$ cat src/rtl/wshb_arbiter.sv
// Two-master / one-slave Wishbone arbiter in front of the SDRAM slave port.
// Latency: idle-to-grant takes 1 cycle; owner-to-owner handover takes 0 idle cycles.
// Backpressure: the owner keeps the slave until it drops cyc; a waiting master sees no ack.
//
// Ports:
//   clk, rst                      clock, asynchronous active-high reset
//   m0_* / m1_*                   Wishbone master ports (0 = video read, 1 = test-pattern write)
//   s_*                           Wishbone port towards the SDRAM slave
//   gnt                           one-hot current owner (bit0 = m0, bit1 = m1), 00 when idle
module wshb_arbiter #(
  parameter int AW = 32,
  parameter int DW = 32
) (
  input  logic            clk,
  input  logic            rst,
  // master 0
  input  logic            m0_cyc,
  input  logic            m0_stb,
  input  logic            m0_we,
  input  logic [AW-1:0]   m0_adr,
  input  logic [DW-1:0]   m0_dat_ms,
  input  logic [DW/8-1:0] m0_sel,
  input  logic [2:0]      m0_cti,
  input  logic [1:0]      m0_bte,
  output logic            m0_ack,
  output logic [DW-1:0]   m0_dat_sm,
  // master 1
  input  logic            m1_cyc,
  input  logic            m1_stb,
  input  logic            m1_we,
  input  logic [AW-1:0]   m1_adr,
  input  logic [DW-1:0]   m1_dat_ms,
  input  logic [DW/8-1:0] m1_sel,
  input  logic [2:0]      m1_cti,
  input  logic [1:0]      m1_bte,
  output logic            m1_ack,
  output logic [DW-1:0]   m1_dat_sm,
  // slave
  output logic            s_cyc,
  output logic            s_stb,
  output logic            s_we,
  output logic [AW-1:0]   s_adr,
  output logic [DW-1:0]   s_dat_ms,
  output logic [DW/8-1:0] s_sel,
  output logic [2:0]      s_cti,
  output logic [1:0]      s_bte,
  input  logic            s_ack,
  input  logic [DW-1:0]   s_dat_sm,
  // current owner
  output logic [1:0]      gnt
);

  typedef enum logic [1:0] {
    IDLE = 2'd0,
    OWN0 = 2'd1,
    OWN1 = 2'd2
  } state_t;

  state_t state;
  logic   last_owner;   // master that most recently finished a cycle

  // Ownership is per Wishbone cycle; round-robin only decides contention
  // at the moment the current owner lets go (or from IDLE).
  always_ff @(posedge clk or posedge rst) begin
    if (rst) begin
      state      <= IDLE;
      last_owner <= 1'b1;   // makes m0 the first winner after reset
    end else begin
      unique case (state)
        IDLE: begin
          if (m0_cyc && m1_cyc) state <= last_owner ? OWN0 : OWN1;
          else if (m0_cyc)      state <= OWN0;
          else if (m1_cyc)      state <= OWN1;
        end
        OWN0: begin
          if (!m0_cyc) begin
            last_owner <= 1'b0;
            state      <= m1_cyc ? OWN1 : IDLE;   // hand over on the same edge
          end
        end
        OWN1: begin
          if (!m1_cyc) begin
            last_owner <= 1'b1;
            state      <= m0_cyc ? OWN0 : IDLE;
          end
        end
        default: state <= IDLE;
      endcase
    end
  end

  // Since state resets asynchronously, s_cyc/s_stb drop as soon as rst rises,
  // abandoning any in-flight transfer.
  always_comb begin
    s_cyc    = 1'b0;
    s_stb    = 1'b0;
    s_we     = 1'b0;
    s_adr    = '0;
    s_dat_ms = '0;
    s_sel    = '0;
    s_cti    = '0;
    s_bte    = '0;
    m0_ack   = 1'b0;
    m1_ack   = 1'b0;
    gnt      = 2'b00;
    unique case (state)
      OWN0: begin
        s_cyc    = m0_cyc;
        s_stb    = m0_stb;
        s_we     = m0_we;
        s_adr    = m0_adr;
        s_dat_ms = m0_dat_ms;
        s_sel    = m0_sel;
        s_cti    = m0_cti;
        s_bte    = m0_bte;
        m0_ack   = s_ack;
        gnt      = 2'b01;
      end
      OWN1: begin
        s_cyc    = m1_cyc;
        s_stb    = m1_stb;
        s_we     = m1_we;
        s_adr    = m1_adr;
        s_dat_ms = m1_dat_ms;
        s_sel    = m1_sel;
        s_cti    = m1_cti;
        s_bte    = m1_bte;
        m1_ack   = s_ack;
        gnt      = 2'b10;
      end
      default: ;   // IDLE: stray slave acks are dropped here
    endcase
  end

  // Read data is broadcast; each master qualifies it with its own ack.
  assign m0_dat_sm = s_dat_sm;
  assign m1_dat_sm = s_dat_sm;

endmodule

$ cat config.mk
export PLATFORM = sky130hd
export DESIGN_NAME = wshb_arbiter
export DESIGN_NICKNAME = d
export VERILOG_FILES = /design/src/rtl/wshb_arbiter.sv
export SDC_FILE = /design/constraint.sdc
export NUM_CORES = 1
export LEC_CHECK = 0
export CAP_MARGIN = 20
export CORE_AREA = 2 2 129 131
export DETAILED_ROUTE_END_ITERATION = 10
export DIE_AREA = 0 0 131 133
export PLACE_DENSITY = 0.51
export SYNTH_ARGS = -nofsm -noshare
export SYNTH_HDL_FRONTEND = slang
export SYNTH_SLANG_ARGS = --single-unit
$ cat constraint.sdc
create_clock -name clk -period 2.3 [get_ports clk]
set_input_delay 0.69 -clock clk [delete_from_list [all_inputs] [get_ports clk]]
set_output_delay 0.69 -clock clk [all_outputs]
set_load 0.01 [all_outputs]
# Word-level counts from Yosys, hierarchy flattened
# Index checks and enable logic that the tools add are counted.
totals:
  word_cells: 35
  input_bits: 187
  reg_bits: 3
op_classes:
  n_reduce_logical: 5
  mux: 23
  eq_ne: 5
ops:
  columns: ["op", "n"]
  rows:
  - ["$pmux 32 s2", 2]
  - ["$mux 2", 7]
  - ["$pmux 1 s2", 4]
  - ["$pmux 2 s2", 2]
  - ["$pmux 4 s2", 1]
  - ["$pmux 2 s3", 1]
  - ["$pmux 3 s2", 1]
  - ["$reduce_and 3->1", 2]
  - ["$mux 1", 5]
  - ["$ne 2x2->1 const B", 2]
  - ["$ne 4x4->1 const B", 1]
  - ["$eq 2x1->1 const B", 1]
  - ["$eq 2x2->1 const B", 1]
  - ["$logic_not 2->1", 1]
  - ["$reduce_bool 2->1", 1]
  - ["$logic_and 1x1->1", 1]

# Logic depth before layout (Yosys ltp)
# Gate-level depths: netlist of run 1.
depth:
  word_depth: 4
  ltp_mapped: 7

# Least setup slack after synthesis of run 1
# Ideal clock, no wire load.
synth_path:
  path_kind: "register -> output"
  start: "register state[0]"
  end: "output port s_dat_ms[0]"
  stages_incl_launch_ff: 6
  t_arrival_ns: 1.448
  setup_slack_ns: 0.162
  cell_sequence: "dfrtp_1 -> inv_1 -> ha_1 -> clkbuf_1 -> clkbuf_1 -> nor2b_1"
synth_between:
  elab_chain_len: 2
  elab_cells_between_ends: 3
  classes_between: "eq/ne (2); mux (1)"
synth_rtl:
  columns: ["item", "line", "rtl"]
  rows:
  - ["start, declared", "59", "state_t state;"]
  - ["start signal, assigned", "71", "if (m0_cyc && m1_cyc) state <= last_owner ? OWN0 : OWN1;"]
  - ["start signal, assigned", "78", "state <= m1_cyc ? OWN1 : IDLE;"]
  - ["start signal, assigned", "84", "state <= m0_cyc ? OWN0 : IDLE;"]
  - ["$eq 2x2->1 or $eq 2x1->1 (tied branches)", "106", "unique case (state)"]
  - ["$pmux 32 s2 *", "106", null]
  - ["end, declared", "43", "output logic [DW-1:0] s_dat_ms,"]
# Mark *: on every way between the ends. The rest lies on a longest branch, timed or not.

# Final worst setup path of run 1
layout_path:
  start: "register state[1]"
  end: "output port s_sel[0]"
layout_between:
  elab_chain_len: 2
  elab_cells_between_ends: 3
  classes_between: "eq/ne (2); mux (1)"
layout_rtl:
  columns: ["item", "line", "rtl"]
  rows:
  - ["$eq 2x2->1 or $eq 2x1->1 (tied branches)", "106", null]
  - ["$pmux 4 s2 *", "106", null]
  - ["end, declared", "44", "output logic [DW/8-1:0] s_sel,"]
# Marks and branches as above.

==> results of run 1 <==
==> where the power goes <==
group          internal [mW]  switching [mW]  total [mW]
Clock                  0.228          0.0446       0.273
Combinational           3.71            2.60        6.32
Sequential            0.0836          0.0305       0.114
Total                   4.02            2.68        6.70
==> how the worst max path moves through the flow <==
stage	slack (ps)	end
3_5_place_dp	-430	s_cyc
6_report	-120	s_sel[0]
5_1_grt	-190	s_sel[0]
2_1_floorplan	160	s_dat_ms[0]
4_1_cts	-160	s_sel[0]
3_3_place_gp	-410	s_cyc
==> layout by cell type, fill, tap and decap left out, drive strengths merged <==
cell type        n
a221oi           1
a22oi           75
dlygate4sd2      4
o22a             1
dfstp            1
nor2b           75
and2             3
a21boi           1
a21oi            2
clkdlybuf4s50  152
o41ai            2
nand2b           1
and3b            1
dfrtp            2
clkdlybuf4s15    1
ha               6
buf            128
o21ai            2
a22o             1
clkbuf           8
nor3b            1
inv              4
==> state kept, by name, summed over array words and instances (netlist names) <==
register / count
state: 2
last_owner: 1
==> repair_timing <==
| action | in CTS | in global routing |
|---|---|---|
| gates resized for setup | 420 | 68 |
| buffers inserted | 24 | 3 |
| cloned | 14 | 6 |
| pin swaps | 10 | 12 |
| endpoints found under the setup margin | 79 | 78 |
==> area by class of cell <==
type | instances | area (µm²) | share of cell area
repair buffers | 289 | 3080 | 0.576
inverters | 4 | 17.5 | 0.00328
flip-flops and latches | 3 | 77.6 | 0.0145
clock buffers | 4 | 78.8 | 0.0148
well taps | 220 | 275 | 0.0515
multi-input cells | 172 | 1820 | 0.340
==> metrics by stage <==
step	setup slack (ps)	instances	setup TNS (ps)
global route	-187	692	-6690
finish	-124	692	-2760
CTS	-163	687	-4760
global placement	-413	646	-22190
detailed placement	-428	646	-22810
floorplan	162	268	0
==> routing by layer <==
layer	vias to the layer above	global-route usage	part of all wire
li1	1305	-	-
met1	1372	0.142	0.37
met2	137	0.260	0.56
met3	23	0.0226	0.061
met4	0	0.0177	0.012
met5	-	0	0
==> worst max-delay path, cell delays in order, from the launching register on <==
cell	delay (ps)
dfrtp_1	410
inv_2	120
ha_4	220
buf_8	130
buf_12	130
buf_12	120
buf_12	120
nor2b_4	120
buf_6	130
==> cells by family (layout without fill, tap and decap cells) <==
kind of cell | Yosys count | count (layout)
buffers and inverters | 93 | 297
AOI/OAI and AO/OA | 85 | 85
and+or+nand+nor | 81 | 81
adders and majority gates | 6 | 6
DFF | 3 | 3
==> flow_metrics.py, run 1 <==
metrics = {
    "outcome": {
        "run_status": "complete, but fails checks",
        "violations": "negative setup slack",
    },
    "placement": {
        "dp_hpwl_um": 7230,
        "place_area_um2": 4130,
        "port_buffers": 234,
        "place_congestion": 0.796,
    },
    "route": {
        "drtAntennaViolNets": 0,
        "drtIter0Drc": 80,
        "finalWirelength_um": 13100,
        "wl_per_cell_um": 19.0,
        "vias": 2837,
        "first_pass_iters": 4,
        "drc": 0,
        "vias_per_cell": 4.10,
    },
    "synth": {
        "ys.flop_type": "dfrtp_1",
        "synth_top_family_by_area": "compound AO/OA/AOI/OAI gates",
        "yosys.cell_types.count": 22,
        "ys_ff_latch": 3,
        "synth_top_area_cell": "a22oi_1",
        "syn_inst": 268,
        "synthAdderAreaFrac": 0.0388,
        "synth_area_um2": 1930,
        "synth-warning-count": 0,
        "async_flop_share": 1.00,
        "synthTopCellsByCount": "a22oi_1 (75), nor2b_1 (75), buf_4 (64)",
        "synth_edf_count": 0,
        "synthTopCellsByArea": "a22oi_1 (29%), buf_4 (25%), nor2b_1 (24%)",
        "synthSimpleGateAreaFrac": 0.264,
        "synth_nets": 461,
        "synth_top_area_share": 0.291,
        "synth_xor_area_frac": 0,
        "synth-compound-area-share": 0.340,
        "yosysSeqAreaShare": 0.0395,
        "synthMuxAreaShare": 0,
        "syn_avg_cell_area_um2": 7.21,
    },
    "worst_setup_path": {
        "r2r-start": "state[1]$_DFFE_PP0P_",
        "timing.reg2reg.setup_slack_ps": 590,
        "critPathRequiredTime_ps": 1610,
        "r2r_cells": 7,
        "critPathKind": "flip-flop to output pin",
        "crit_fanout": 5,
        "critPathArrivalTime_ps": 1730,
        "worstSetupEndpointType": "output pin",
        "cp-startpoint": "state[1]$_DFFE_PP0P_",
        "worstSetupStartpointType": "flip-flop",
        "r2r_end": "state[1]$_DFFE_PP0P_",
    },
    "clock_tree": {
        "hold_buffers": 0,
        "cts.sinks": 3,
        "cts_htree_levels": 1,
        "cts_buffers": 3,
        "cts_buffer_depth": 2,
        "clkSlewWorstSetupHoldPaths_ps": 30,
        "cts_tree": "done",
        "clock_latency_ps": 220,
        "root_buffer": "clkbuf_16",
    },
    "pwr": {
        "p_per_area_nw_per_um2": 1250,
        "total_power_mw": 6.70,
        "peakVddDrop_mv": 0.644,
        "leakage_nw": 2.07,
    },
    "floorplan": {
        "die_x_um": 131,
        "core_area_um2": 16200,
        "fp.dieArea_um2": 17400,
        "die_height_um": 133,
        "initial_core_util": 0.120,
        "io_pins": 331,
        "row_count": 47,
    },
    "grt": {
        "grt_pass1_wl_um": 17300,
        "antenna_found_initial": 0,
        "grtUsageTotal": 0.130,
        "grt_max_degree": 23,
        "overflow": 0,
        "grt_pass1_vias": 2976,
    },
    "worst_hold_path": {
        "hold_start": "last_owner$_DFFE_PP1P_",
        "whs_path_depth": 1,
        "hold_class": "flip-flop to flip-flop",
        "hold_path_end": "last_owner$_DFFE_PP1P_",
    },
    "final_layout": {
        "fin_util": 0.330,
        "design_area_um2": 5340,
        "syn2layout_area_growth_pct": 176,
        "fillers": 1635,
        "antenna_cells": 0,
        "nNetsFinal": 666,
        "final_layout_size_suffix_gt1_frac": 0.517,
    },
    "sta": {
        "setup_viol": 49,
        "fin_skew_ps": 0.806,
        "min_period_ps": 2420,
        "slew_headroom": 0.728,
        "min_period_over_period": 1.05,
        "drv_slew": 0,
        "hold_violations": 0,
        "max_freq_mhz": 413,
        "tightest_slew_ps": 408,
        "rsz0062_at_grt": "yes",
        "holdWs_ps": 524,
        "layout_setup_ws_ps": -124,
    },
    "job": {
        "maxCapViolations": 0,
    },
}
Note: power is estimated with default switching activity, not from simulation.
==> run 2, diff against run 1 <==
Settings changed: SETUP_SLACK_MARGIN set to 0.1.
==> flow_metrics.py, run 2 (synthesized netlist as in run 1, its figures left out) <==
metrics = {
    "outcome": {
        "run_status": "complete, but fails checks",
        "violations": "negative setup slack",
    },
    "final_layout": {
        "top_regs": "state (2), last_owner (1)",
        "syn2layout_area_growth_pct": 173,
        "largest_reg_flops": 2,
        "stdcell_count": 689,
        "final_layout_size_suffix_gt1_frac": 0.522,
        "nNetsFinal": 663,
        "mostFrequentLayoutCells": "clkdlybuf4s50_1 (153), a22oi_2 (74), buf_2 (64), nor2b_1 (51), buf_6 (20)",
        "regMostFlops": "state",
        "fin_util": 0.326,
        "antenna_cells": 0,
        "final_common_cell": "clkdlybuf4s50_1",
    },
    "worst_setup_path": {
        "cp-startpoint": "state[1]$_DFFE_PP0P_",
        "critPathRequiredTime_ps": 1610,
        "slowest_delay_ps": 410,
        "crit_top_cell": "buf_6",
        "critPathArrivalTime_ps": 1690,
        "cp_num_buf_inv": 5,
        "crit_chain": "buf_6, ha_4, buf_6, buf_12, buf_16, a22oi_2, nor2b_1, buf_2",
        "critPathKind": "flip-flop to output pin",
        "cp_top_family": "buffers and inverters",
        "r2r-start": "state[1]$_DFFE_PP0P_",
        "worstSetupStartpointType": "flip-flop",
        "cp_slowest_cell": "dfrtp_1",
        "crit_fanout": 7,
        "worstSetupEndpointType": "output pin",
    },
    "sta": {
        "hold_violations": 0,
        "slew_headroom": 0.742,
        "drv_slew": 0,
        "setup_viol": 51,
        "fin_skew_ps": 0.862,
        "min_period_over_period": 1.04,
        "layout_setup_ws_ps": -82.4,
        "rsz0062_at_grt": "yes",
        "max_freq_mhz": 420,
        "min_period_ps": 2380,
        "tightest_slew_ps": 386,
    },
    "grt": {
        "overflow": 0,
        "antenna_found_initial": 0,
        "grt_pass1_vias": 3078,
        "grt_pass1_wl_um": 18100,
        "grtUsageTotal": 0.139,
        "grt_max_degree": 22,
    },
    "floorplan": {
        "row_count": 47,
        "core_area_um2": 16200,
        "io_pins": 331,
        "initial_core_util": 0.120,
        "die_height_um": 133,
        "die_x_um": 131,
        "fp.dieArea_um2": 17400,
    },
    "clock_tree": {
        "cts_htree_levels": 1,
        "clock_latency_ps": 220,
        "root_buffer": "clkbuf_16",
        "cts_tree": "done",
        "cts_buffer_depth": 2,
        "clkSlewWorstSetupHoldPaths_ps": 30,
        "cts_buffers": 3,
        "hold_buffers": 0,
        "cts.sinks": 3,
    },
    "placement": {
        "place_inst": 646,
        "dp_hpwl_um": 7230,
        "port_buffers": 234,
        "place_congestion": 0.796,
    },
    "worst_hold_path": {
        "hold_start": "last_owner$_DFFE_PP1P_",
        "hold_class": "flip-flop to flip-flop",
    },
    "route": {
        "drtAntennaViolNets": 0,
        "first_pass_iters": 4,
        "drc": 0,
        "vias": 2844,
        "drtIter0Drc": 63,
        "wl_per_cell_um": 19.5,
        "finalWirelength_um": 13400,
        "vias_per_cell": 4.13,
    },
    "pwr": {
        "p_per_area_nw_per_um2": 1210,
        "peakVddDrop_mv": 0.638,
        "leakage_nw": 2.03,
    },
    "job": {
        "maxCapViolations": 0,
    },
}
## run 2: changes by cell type in the layout (fill, tap and decap cells not counted), moves of 2 or more
cell and delta:
buf_6 -17, buf_2 +14, nor2b_4 -13, a22oi_1 -8
a22oi_2 +8, nor2b_2 +7, nor2b_1 +6, buf_16 +4
buf_8 -2, dlygate4sd2_1 -2
## run 2: routing by layer
metal  up-vias  GRT usage  wire length, µm
li1       1302          -                -
met1      1387      0.150             5050
met2       130      0.278             7400
met3        25     0.0239              774
met4         0     0.0213              172
met5         -          0                0
## run 2: report_power, final
part / internal, mW / switching [mW] / total, mW / leakage [nW]
clock: 0.228 / 0.0447 / 0.273 / 0.0382
combinational: 3.45 / 2.53 / 5.99 / 1.96
sequential: 0.0836 / 0.0309 / 0.114 / 0.0344
total: 3.77 / 2.61 / 6.38 / 2.03
## run 2: timing repair
action	CTS	global route
setup buffers	16	3
cloned	20	4
endpoints found under the setup margin	80	78
gates resized for setup	429	48
pin swaps	13	16
## run 2: path summary, 6_finish.rpt
check | end | slack [ps] | cells after the start
setup reg to reg | state[1]$_DFFE_PP0P_ | 260 | 10
hold / removal | last_owner$_DFFE_PP1P_ | 520 | 1
min in group asynchronous | state[1]$_DFFE_PP0P_ | 640 | 2
hold reg to reg | last_owner$_DFFE_PP1P_ | 520 | 1
setup / recovery | s_bte[1] | -80 | 8
max in group asynchronous | last_owner$_DFFE_PP1P_ | 1450 | 2
## run 2: final cells by class
type                       count  area [µm²]
fill                        1662       10900
timing repair buffer         286        3040
multi-input combinational    172        1780
tap                          220         275
clock buffer                   4        78.8
sequential                     3        77.6
inverter                       4        17.5
## run 2: per-stage QoR
step	TNS [ps]	cell area [µm²]	power [mW]	hold slack (ps)	setup slack (ps)
final	-1510	5270	6.38	524	-82.4
after global routing	-6310	5270	6.71	536	-151
after CTS	-4090	5030	6.17	527	-96.4
after detailed placement	-22810	4130	3.68	523	-428
after global placement	-22190	4130	3.63	512	-413
after floorplan	0	1930	2.00	443	162
## run 2: worst register-to-register path, stage by stage (launching register included)
cell and delay (ps):
dfrtp_1 410, inv_2 90, ha_4 190, buf_8 140, buf_12 140, a22o_4 220, buf_4 130, buf_4 120
buf_4 140, o21ai_0 220, o41ai_2 110
